### src/rtl/wb_cmd_initiator.sv
// wb_cmd_initiator
// Wishbone classic initiator: converts single-word commands into one bus cycle
// each and returns the result through a valid/ready response handshake.
// Only one transaction is outstanding at a time. A bus timeout stops a silent
// responder from hanging the block.
//
// Ports
//   wb_clk_i, wb_rst_i        clock, synchronous active-high reset
//   cmd_valid/cmd_ready       command handshake; cmd_we/sel/adr/dat is the payload
//   rsp_valid/rsp_ready       response handshake; rsp_dat/rsp_err is the payload
//   wbm_cyc_o .. wbm_dat_o    Wishbone initiator outputs (all registered)
//   wbm_dat_i, wbm_ack_i      Wishbone responder inputs
//   busy                      high whenever the FSM is not in IDLE
module wb_cmd_initiator #(
  parameter int unsigned TIMEOUT_CYCLES = 255,
  parameter logic [31:0] ERR_DATA       = 32'hDEAD_BEEF
) (
  input  logic        wb_clk_i,
  input  logic        wb_rst_i,

  input  logic        cmd_valid,
  output logic        cmd_ready,
  input  logic        cmd_we,
  input  logic [3:0]  cmd_sel,
  input  logic [31:0] cmd_adr,
  input  logic [31:0] cmd_dat,

  output logic        rsp_valid,
  input  logic        rsp_ready,
  output logic [31:0] rsp_dat,
  output logic        rsp_err,

  output logic        wbm_cyc_o,
  output logic        wbm_stb_o,
  output logic        wbm_we_o,
  output logic [3:0]  wbm_sel_o,
  output logic [31:0] wbm_adr_o,
  output logic [31:0] wbm_dat_o,
  input  logic [31:0] wbm_dat_i,
  input  logic        wbm_ack_i,

  output logic        busy
);

  localparam int unsigned CNT_W = $clog2(TIMEOUT_CYCLES + 1);

  localparam logic [1:0] ST_IDLE = 2'd0;
  localparam logic [1:0] ST_BUS  = 2'd1;
  localparam logic [1:0] ST_RESP = 2'd2;

  logic [1:0]       state_q,     state_d;
  logic [CNT_W-1:0] cnt_q,       cnt_d;
  logic             cyc_q,       cyc_d;
  logic             we_q,        we_d;
  logic [3:0]       sel_q,       sel_d;
  logic [31:0]      adr_q,       adr_d;
  logic [31:0]      dat_q,       dat_d;
  logic             rsp_valid_q, rsp_valid_d;
  logic [31:0]      rsp_dat_q,   rsp_dat_d;
  logic             rsp_err_q,   rsp_err_d;
  logic             cmd_ready_q, cmd_ready_d;
  logic             busy_q,      busy_d;

  // Saturating increment of the wait counter and the timeout condition
  logic [CNT_W-1:0] cnt_inc;
  logic             timeout_hit;

  always_comb begin
    cnt_inc     = (cnt_q == '1) ? cnt_q : cnt_q + CNT_W'(1);
    timeout_hit = (cnt_inc == CNT_W'(TIMEOUT_CYCLES));
  end

  // State register and all registered outputs
  always_ff @(posedge wb_clk_i) begin
    if (wb_rst_i) begin
      state_q     <= ST_IDLE;
      cnt_q       <= '0;
      cyc_q       <= 1'b0;
      we_q        <= 1'b0;
      sel_q       <= '0;
      adr_q       <= '0;
      dat_q       <= '0;
      rsp_valid_q <= 1'b0;
      rsp_dat_q   <= '0;
      rsp_err_q   <= 1'b0;
      cmd_ready_q <= 1'b1;
      busy_q      <= 1'b0;
    end else begin
      state_q     <= state_d;
      cnt_q       <= cnt_d;
      cyc_q       <= cyc_d;
      we_q        <= we_d;
      sel_q       <= sel_d;
      adr_q       <= adr_d;
      dat_q       <= dat_d;
      rsp_valid_q <= rsp_valid_d;
      rsp_dat_q   <= rsp_dat_d;
      rsp_err_q   <= rsp_err_d;
      cmd_ready_q <= cmd_ready_d;
      busy_q      <= busy_d;
    end
  end

  // Next-state and next-output logic
  always_comb begin
    state_d     = state_q;
    cnt_d       = cnt_q;
    cyc_d       = cyc_q;
    we_d        = we_q;
    sel_d       = sel_q;
    adr_d       = adr_q;
    dat_d       = dat_q;
    rsp_valid_d = rsp_valid_q;
    rsp_dat_d   = rsp_dat_q;
    rsp_err_d   = rsp_err_q;

    case (state_q)
      ST_IDLE: begin
        if (cmd_valid && cmd_ready_q) begin
          we_d    = cmd_we;
          sel_d   = cmd_sel;
          adr_d   = cmd_adr;
          dat_d   = cmd_dat;
          cyc_d   = 1'b1;
          cnt_d   = '0;
          state_d = ST_BUS;
        end
      end

      ST_BUS: begin
        // Ack takes priority over a timeout landing on the same edge
        if (wbm_ack_i) begin
          cyc_d       = 1'b0;
          rsp_dat_d   = we_q ? 32'h0 : wbm_dat_i;
          rsp_err_d   = 1'b0;
          rsp_valid_d = 1'b1;
          state_d     = ST_RESP;
        end else begin
          cnt_d = cnt_inc;
          if (timeout_hit) begin
            cyc_d       = 1'b0;
            rsp_dat_d   = ERR_DATA;
            rsp_err_d   = 1'b1;
            rsp_valid_d = 1'b1;
            state_d     = ST_RESP;
          end
        end
      end

      ST_RESP: begin
        // rsp_dat/rsp_err deliberately keep their values after the handshake
        if (rsp_ready) begin
          rsp_valid_d = 1'b0;
          state_d     = ST_IDLE;
        end
      end

      default: begin
        state_d     = ST_IDLE;
        cyc_d       = 1'b0;
        rsp_valid_d = 1'b0;
      end
    endcase

    // Registered flags are derived from the state being entered
    cmd_ready_d = (state_d == ST_IDLE);
    busy_d      = (state_d != ST_IDLE);
  end

  assign cmd_ready = cmd_ready_q;
  assign busy      = busy_q;
  assign rsp_valid = rsp_valid_q;
  assign rsp_dat   = rsp_dat_q;
  assign rsp_err   = rsp_err_q;
  assign wbm_cyc_o = cyc_q;
  assign wbm_stb_o = cyc_q;
  assign wbm_we_o  = we_q;
  assign wbm_sel_o = sel_q;
  assign wbm_adr_o = adr_q;
  assign wbm_dat_o = dat_q;

endmodule
### config.mk
export PLATFORM = sky130hd
export DESIGN_NAME = wb_cmd_initiator
export DESIGN_NICKNAME = d
export VERILOG_FILES = /design/src/rtl/wb_cmd_initiator.sv
export SDC_FILE = /design/constraint.sdc
export NUM_CORES = 1
export LEC_CHECK = 0
export ABC_AREA = 1
export BUFFER_PORTS_ARGS = -buffer_cell sky130_fd_sc_hd__buf_2
export CAP_MARGIN = 15
export CORE_AREA = 2 2 100 102
export DETAILED_ROUTE_END_ITERATION = 10
export DIE_AREA = 0 0 102 104
export PLACE_DENSITY = 0.87
export RECOVER_POWER = 100
export REMOVE_ABC_BUFFERS = 1
export SLEW_MARGIN = 30
export SYNTH_ARGS = -nofsm -noshare
export SYNTH_HDL_FRONTEND = slang
export SYNTH_SLANG_ARGS = --single-unit
export TNS_END_PERCENT = 1
### constraint.sdc
create_clock -name wb_clk_i -period 2.8 [get_ports wb_clk_i]
set_input_delay 0.14 -clock wb_clk_i [delete_from_list [all_inputs] [get_ports wb_clk_i]]
set_output_delay 0.14 -clock wb_clk_i [all_outputs]
set_load 0.1 [all_outputs]
==> impl_metrics.csv, run 1 <==
group,metric,value,unit
drt,drt-wirelength-per-cell,14.4,um
clock_network,clk_latency,500,ps
power,irDropWorstVdd,0.671,mV
drt,routed_via_density,4.93,
worst_setup_path,critPathSlowestCell,"dfxtp_1",
worst_setup_path,worst_setup_path_end_kind,"flip-flop",
timing,final_hold_viol_count,0,
clock_network,cts.clk_slew.worst_paths,50,ps
final_layout,post-route-util,75.5,%
clock_network,numCtsBuffers,17,
worst_hold_path,hold_class,"in2reg",
power,p_leak,0.00345,uW
logic_synthesis,syn_area_per_cell,7.12,um^2
worst_setup_path,required,3230,ps
logic_synthesis,ys.flop_type,"dfxtp_1",
timing,finalSetupViolations,0,
power,power.density,801,nW/um^2
drt,vias,5445,
clock_network,cts_tree,"yes",
drt,drc,0,
timing,rsz0062_at_grt,"no",
timing,worst_pin_slew,1260,ps
final_layout,final_common_cell,"nor2_1",
final_layout,area_delta_synth_final,54.3,%
clock_network,cts_max_level,4,
timing,skew,22.6,ps
logic_synthesis,syn_inst,657,
logic_synthesis,synth-edff-count,0,
logic_synthesis,syn_area,4680,um^2
clock_network,cts.sinks,116,
timing,fin_hold_ws,26.2,ps
global_routing,grt_pass1_wl,25300,um
global_routing,antenna_found_initial,0,
floorplanning,io_pins,213,
floorplanning,start_util,49.0,%
final_layout,final_cell_mix,"162 x nor2_1, 116 x dfxtp_1, 108 x clkbuf_1, 105 x buf_2, 100 x dlygate4sd3_1",
floorplanning,die_y,104,um
worst_setup_path,r2r_setup_slack,480,ps
global_routing,grt_overflow,0,
worst_setup_path,path_class,"reg2reg",
drt,drtAntennaViolNets,0,
worst_setup_path,cp_max_fo,28,
final_layout,fin_nets,1068,
placed_design,portBuffers,212,
floorplanning,dieArea,10600,um^2
logic_synthesis,synthArstFlopShare,0,%
global_routing,grt.total_usage,30.3,%
worst_setup_path,crit_chain,"ha_1, nand2_1, nor2_4, nand2_1, nand2_1, nand3_1, nor2_1, nand3_1, nand2_4, nand2_8, inv_2, nor2_1, nor2_1",
timing,period_minus_slack,2320,ps
timing,maxSlewViolCount,0,
placed_design,gp_congestion,0.879,
logic_synthesis,yosysSeqAreaShare,49.7,%
timing,maxSlewHeadroom,16.6,%
worst_setup_path,crit_arrival,2740,ps
worst_setup_path,regToRegStartpoint,"cnt_q[0]$_SDFFE_PP0P_",
timing,fmax,432,MHz
final_layout,drive_above_1_share,15.6,%
floorplanning,die_x,102,um
final_layout,instances_no_fill,1105,
global_routing,grt_max_degree,71,
clock_network,cts_setup_buffers,0,
clock_network,root_buffer,"clkbuf_8",
worst_setup_path,crit_path_start,"cnt_q[0]$_SDFFE_PP0P_",
clock_network,cts.repair.resized,0,
final_layout,antennaDiodeCount,0,
power,finalPower,5770,uW
job,drv_cap,0,
placed_design,hpwl,8530,um
final_layout,nFillCells,721,
logic_synthesis,synth_cell_types,27,
logic_synthesis,yosys_warnings,0,
outcome,status,"complete, no violations",
global_routing,grt_pass1_vias,5508,
worst_setup_path,path_buf_inv,1,
placed_design,dp_cells,975,
floorplanning,core,9550,um^2
logic_synthesis,ys_seq_elements,116,
worst_setup_path,crit_family,"simple AND/OR/NAND/NOR gates",
clock_network,clock_path_buffers,2,
drt,drt_iter0_drc,300,
drt,drt-total-wl,15900,um
floorplanning,core.rowCount,36,
worst_setup_path,worst_setup_path_start_kind,"flip-flop",
drt,dr.pass1.iters,5,
timing,fin_crit_sh,82.7,%
worst_setup_path,worst_path_largest_cell_delay,390,ps
worst_hold_path,min_from,"wbm_dat_i[25]",
[cells in the mapped netlist, types with 2 or more instances]
master	number	share of area, %
clkbuf_1	27	2.2
nor2_2	5	0.67
nor2_1	161	13
o21ai_0	97	10
inv_2	2	0.16
a21oi_1	10	1.1
nand3_1	43	4.6
nand2_1	81	6.5
dfxtp_1	116	50
inv_1	89	7.1
nand2_2	10	1.3
[cells by family (layout without fill, tap and decap cells)]
logic type | after synthesis | in the layout | share of synthesized area (%)
flops | 116 | 116 | 49.7
fa+ha+maj | 1 | 1 | 0.268
buf+inv | 124 | 439 | 10.5
xor+xnor | 1 | 1 | 0.187
simple gates | 305 | 305 | 27.3
compound gates | 110 | 110 | 12.0
[state kept, by name, indices dropped and copies added, names as in the netlist, 2 cells and up]
register / flops
state_q: 2
wbm_dat_o: 32
rsp_dat: 32
wbm_sel_o: 4
wbm_adr_o: 32
cnt_q: 8
[metal layers]
layer	up-vias	global-route usage, %	share of wire [%]
met2	298	51.7	50
met4	0	19.2	6.1
met3	88	8.00	7.3
met1	2426	32.4	36
met5	-	0	0
li1	2633	-	-
[cell type report]
| class | count | area (um^2) | share of cell area [%] |
|---|---|---|---|
| clock buffer | 20 | 445 | 6.18 |
| clock inverter | 10 | 109 | 1.51 |
| inverter | 91 | 342 | 4.74 |
| multi-input combinational | 417 | 1830 | 25.4 |
| sequential | 116 | 2320 | 32.2 |
| tap | 133 | 166 | 2.31 |
| timing repair buffer | 318 | 2000 | 27.7 |
[metrics by stage]
stage                     worst slack (ps)  TNS, ps  instance area [um^2]
after floorplan                       -731   -41810                  4520
after global placement                 796        0                  5840
after detailed placement               707        0                  5840
after CTS                              660        0                  7390
after global routing                   245        0                  7210
final                                  484        0                  7210
[worst reg2reg max path, stage by stage, from the launching register on]
cell and delay [ps]:
dfxtp_1 390, ha_1 230, nand2_1 100, nor2_4 140, nand2_1 170, nand2_1 130
nand3_1 110, nor2_1 150, nand3_1 160, nand2_4 170, nand2_8 160, inv_2 190
nor2_1 70, nor2_1 90
[path summary, 6_finish.rpt]
path                                 to  cells after the start
max             rsp_dat[8]$_SDFFE_PP0P_                     13
min            rsp_dat[25]$_SDFFE_PP0P_                      5
max reg2reg     rsp_dat[8]$_SDFFE_PP0P_                     13
min reg2reg  wbm_dat_o[18]$_SDFFE_PP0P_                      2
[report_power, final]
part / switching, uW / internal, uW
sequential: 92.8 / 1810
combinational: 1510 / 337
clock: 733 / 1290
[timing repair]
item | in CTS | in global routing
hold buffers | 100 | 0
setup endpoints to repair | 0 | 0
hold endpoints to repair | 109 | 0
(Power assumes the default switching activity.)
==> run 2, diff against run 1 <==
--- a/config.mk
+++ b/config.mk
@@ -5,13 +5,13 @@
 export SDC_FILE = /design/constraint.sdc
 export NUM_CORES = 1
 export LEC_CHECK = 0
-export ABC_AREA = 1
+export ABC_AREA = 0
 export BUFFER_PORTS_ARGS = -buffer_cell sky130_fd_sc_hd__buf_2
 export CAP_MARGIN = 15
-export CORE_AREA = 2 2 100 102
+export CORE_AREA = 2 2 110 112
 export DETAILED_ROUTE_END_ITERATION = 10
-export DIE_AREA = 0 0 102 104
-export PLACE_DENSITY = 0.87
+export DIE_AREA = 0 0 112 114
+export PLACE_DENSITY = 0.78
 export RECOVER_POWER = 100
 export REMOVE_ABC_BUFFERS = 1
 export SLEW_MARGIN = 30
==> constraint.sdc (replaced) <==
create_clock -name wb_clk_i -period 1.9 [get_ports wb_clk_i]
set_input_delay 0.095 -clock wb_clk_i [delete_from_list [all_inputs] [get_ports wb_clk_i]]
set_output_delay 0.095 -clock wb_clk_i [all_outputs]
set_load 0.1 [all_outputs]
==> run 2 against run 1 <==
The run now ends with setup timing left. Combinational power rose by 18%. Area after synthesis rose by 1.5%. Core utilization fell by 10 points. Final area rose by 6.4%. Via count rose by 0.64%. Clock skew fell by 15 ps. Clock-buffer cell count fell by 1. Largest power group unchanged. Non-clock buffer count rose by 8. Register-to-register slack got worse by 580 ps.
==> impl_metrics.csv, run 2 <==
group,metric,value,unit
outcome,status,"finished, violations left",
outcome,failed_checks,"setup timing",
clock_network,cts_tree,"yes",
drt,routed_via_density,5.20,
worst_setup_path,worst_path_largest_cell_delay,510,ps
logic_synthesis,synthTopCellsByCount,"168 x nand2_1, 116 x dfxtp_1, 108 x a21oi_1",
logic_synthesis,synthTopCellsByArea,"dfxtp_1 49%, nand2_1 13%, a21oi_1 11%, or4b_1 4.2%, nand2b_1 3.4%",
logic_synthesis,synthMostInstantiatedCell,"nand2_1",
power,p_leak,0.00348,uW
timing,finalSetupViolations,26,
logic_synthesis,syn_inst,595,
global_routing,grtUsageMet1,30.2,%
drt,dr.pass1.iters,6,
logic_synthesis,synth-edff-count,0,
clock_network,clk_latency,410,ps
drt,drt-total-wl,16000,um
logic_synthesis,netlist.top_cell.by_area,"dfxtp_1",
floorplanning,die_y,114,um
final_layout,fin_nets,1000,
timing,fin_hold_ws,21.9,ps
global_routing,groute.layer.met2.usage,41.2,%
timing,fin_crit_sh,105,%
timing,worst_pin_slew,594,ps
job,drv_cap,0,
floorplanning,core,11700,um^2
worst_setup_path,worst_setup_path_end_kind,"flip-flop",
logic_synthesis,ys.flop_type,"dfxtp_1",
worst_setup_path,crit_arrival,2340,ps
logic_synthesis,syn_area,4750,um^2
clock_network,numCtsBuffers,17,
worst_setup_path,worst_setup_path_start_kind,"flip-flop",
timing,fin_tns_setup,-997,ps
final_layout,final_cell_mix,"165 x nand2_1, 111 x dfxtp_1, 110 x clkbuf_2, 107 x a21oi_1, 104 x buf_2",
worst_setup_path,regToRegStartpoint,"cnt_q[0]$_SDFFE_PP0P_",
global_routing,grt_pass1_wl,25400,um
logic_synthesis,synth_cell_types,39,
timing,maxSlewHeadroom,60.3,%
global_routing,top_usage_layer,"met2",
global_routing,grt_overflow,0,
floorplanning,dieArea,12800,um^2
global_routing,grt_pass1_vias,5228,
drt,drt_iter0_drc,522,
timing,maxSlewViolCount,0,
final_layout,post-route-util,65.5,%
power,irDropWorstVdd,0.669,mV
floorplanning,core.rowCount,40,
worst_setup_path,crit_path_start,"cnt_q[0]$_SDFFE_PP0P_",
final_layout,antennaDiodeCount,0,
global_routing,grt_util_met3,6.11,%
final_layout,drive_above_1_share,34.2,%
logic_synthesis,syn_area_per_cell,7.98,um^2
worst_setup_path,path_class,"reg2reg",
timing,period_minus_slack,1990,ps
timing,fmax,502,MHz
worst_setup_path,required,2250,ps
final_layout,design_area,7680,um^2
floorplanning,die_x,112,um
worst_setup_path,crit_top_cell,"buf_6",
timing,rsz0062_at_grt,"yes",
timing,final_hold_viol_count,0,
drt,drtAntennaViolNets,0,
worst_hold_path,hold_class,"in2reg",
placed_design,placed_area,6090,um^2
placed_design,portBuffers,212,
floorplanning,start_util,40.5,%
global_routing,grt_max_degree,50,
placed_design,hpwl,8740,um
global_routing,antenna_found_initial,0,
timing,skew,8.06,ps
worst_hold_path,min_from,"rsp_ready",
clock_network,cts.sinks,116,
drt,drc,0,
drt,vias,5480,
global_routing,grt.total_usage,24.4,%
power,power.density,1060,nW/um^2
logic_synthesis,synth.top_cell.area_share,48.9,%
final_layout,final_common_cell,"nand2_1",
floorplanning,io_pins,213,
logic_synthesis,yosys_warnings,0,
final_layout,area_delta_synth_final,61.7,%
worst_setup_path,crit_chain,"ha_4, buf_6, nor4_4, buf_4, nor3_4, buf_6, or4b_1, nand2_1",
clock_network,root_buffer,"clkbuf_16",
worst_setup_path,critPathSlowestCell,"or4b_1",
logic_synthesis,ys_seq_elements,116,
final_layout,nFillCells,902,
timing,setup_ws,-90.9,ps
clock_network,cts_max_level,4,
worst_setup_path,cp_max_fo,8,
logic_synthesis,synthArstFlopShare,0,%
clock_network,clock_path_buffers,2,
placed_design,gp_congestion,0.920,
drt,drt-wirelength-per-cell,15.2,um
logic_synthesis,yosysSeqAreaShare,48.9,%
clock_network,cts.clk_slew.worst_paths,60,ps
-- run 2: changes by cell type after synthesis, sizes merged, moves of 13 or more --
cell | previous run | this run
nand3 | 44 | 5
nor2 | 167 | 10
or4b | 0 | 24
clkbuf | 28 | 41
nand2 | 93 | 168
a21oi | 11 | 108
o21ai | 97 | 30
nand2b | 0 | 26
inv | 91 | 4
-- run 2: layout make-up --
type	count	area, um^2	share of cell area [%]
sequential	116	2330	30.3
multi-input combinational	428	2330	30.3
timing repair buffer	326	2230	29.0
clock buffer	19	433	5.64
tap	147	184	2.40
clock inverter	13	159	2.07
inverter	4	15.0	0.196
-- run 2: cell families (layout without fill, tap and decap cells) --
group	count (synthesis)	count (layout)	synth area share [%]
buffers and inverters	52	362	4.67
AO/OA/AOI/OAI	167	167	19.2
multiplexers	1	1	0.211
adder cells (fa/ha/maj)	1	1	0.264
flip-flops	116	116	48.9
XOR/XNOR	1	1	0.185
AND/OR/NAND/NOR	257	258	26.6
-- run 2: routing by layer --
layer  up-vias  routed length [um]  part of all wire [%]
li1       2649                   -                     -
met5         -                   0                     0
met4         0                 357                   2.2
met3        31                1320                   8.2
met1      2524                6650                    41
met2       276                7710                    48
-- run 2: worst paths after layout --
path | end | slack, ps | cells after the start
setup / recovery | rsp_dat[25]$_SDFFE_PP0P_ | -90 | 8
hold / removal | state_q[1]$_SDFF_PP0_ | 20 | 4
setup reg to reg | rsp_dat[25]$_SDFFE_PP0P_ | -90 | 8
hold reg to reg | wbm_adr_o[12]$_SDFFE_PP0P_ | 450 | 2
-- run 2: repair_timing --
item | 4_1_cts | 5_1_grt
endpoints found under the setup margin | 33 | 37
gates cloned | 2 | 1
hold endpoints to repair | 77 | 0
pin swaps | 7 | 41
setup buffers | 4 | 2
resized for setup | 17 | 15
hold buffers | 77 | 0
-- run 2: worst max-delay path, delay by kind of cell (launching register included) --
family	cells	cell delay, ps
buffers and inverters	3	460
DFF	1	330
adders and majority gates	1	160
and+or+nand+nor	4	980
-- run 2: per-stage QoR --
| step | total power [uW] | cells | worst slack [ps] |
|---|---|---|---|
| CTS | 8130 | 1050 | -15.5 |
| global placement | 4770 | 935 | -273 |
| floorplan | 4300 | 547 | -1210 |
| global route | 8380 | 1053 | -150 |
| detailed placement | 4790 | 935 | -333 |
| finish | 8120 | 1053 | -90.9 |
-- run 2: power by group --
part | leakage, uW | switching, uW | internal [uW]
logic | 0.00225 | 1710 | 473
clock network | 0.000283 | 1170 | 2060
registers | 0.000951 | 104 | 2610
total | 0.00348 | 2980 | 5140
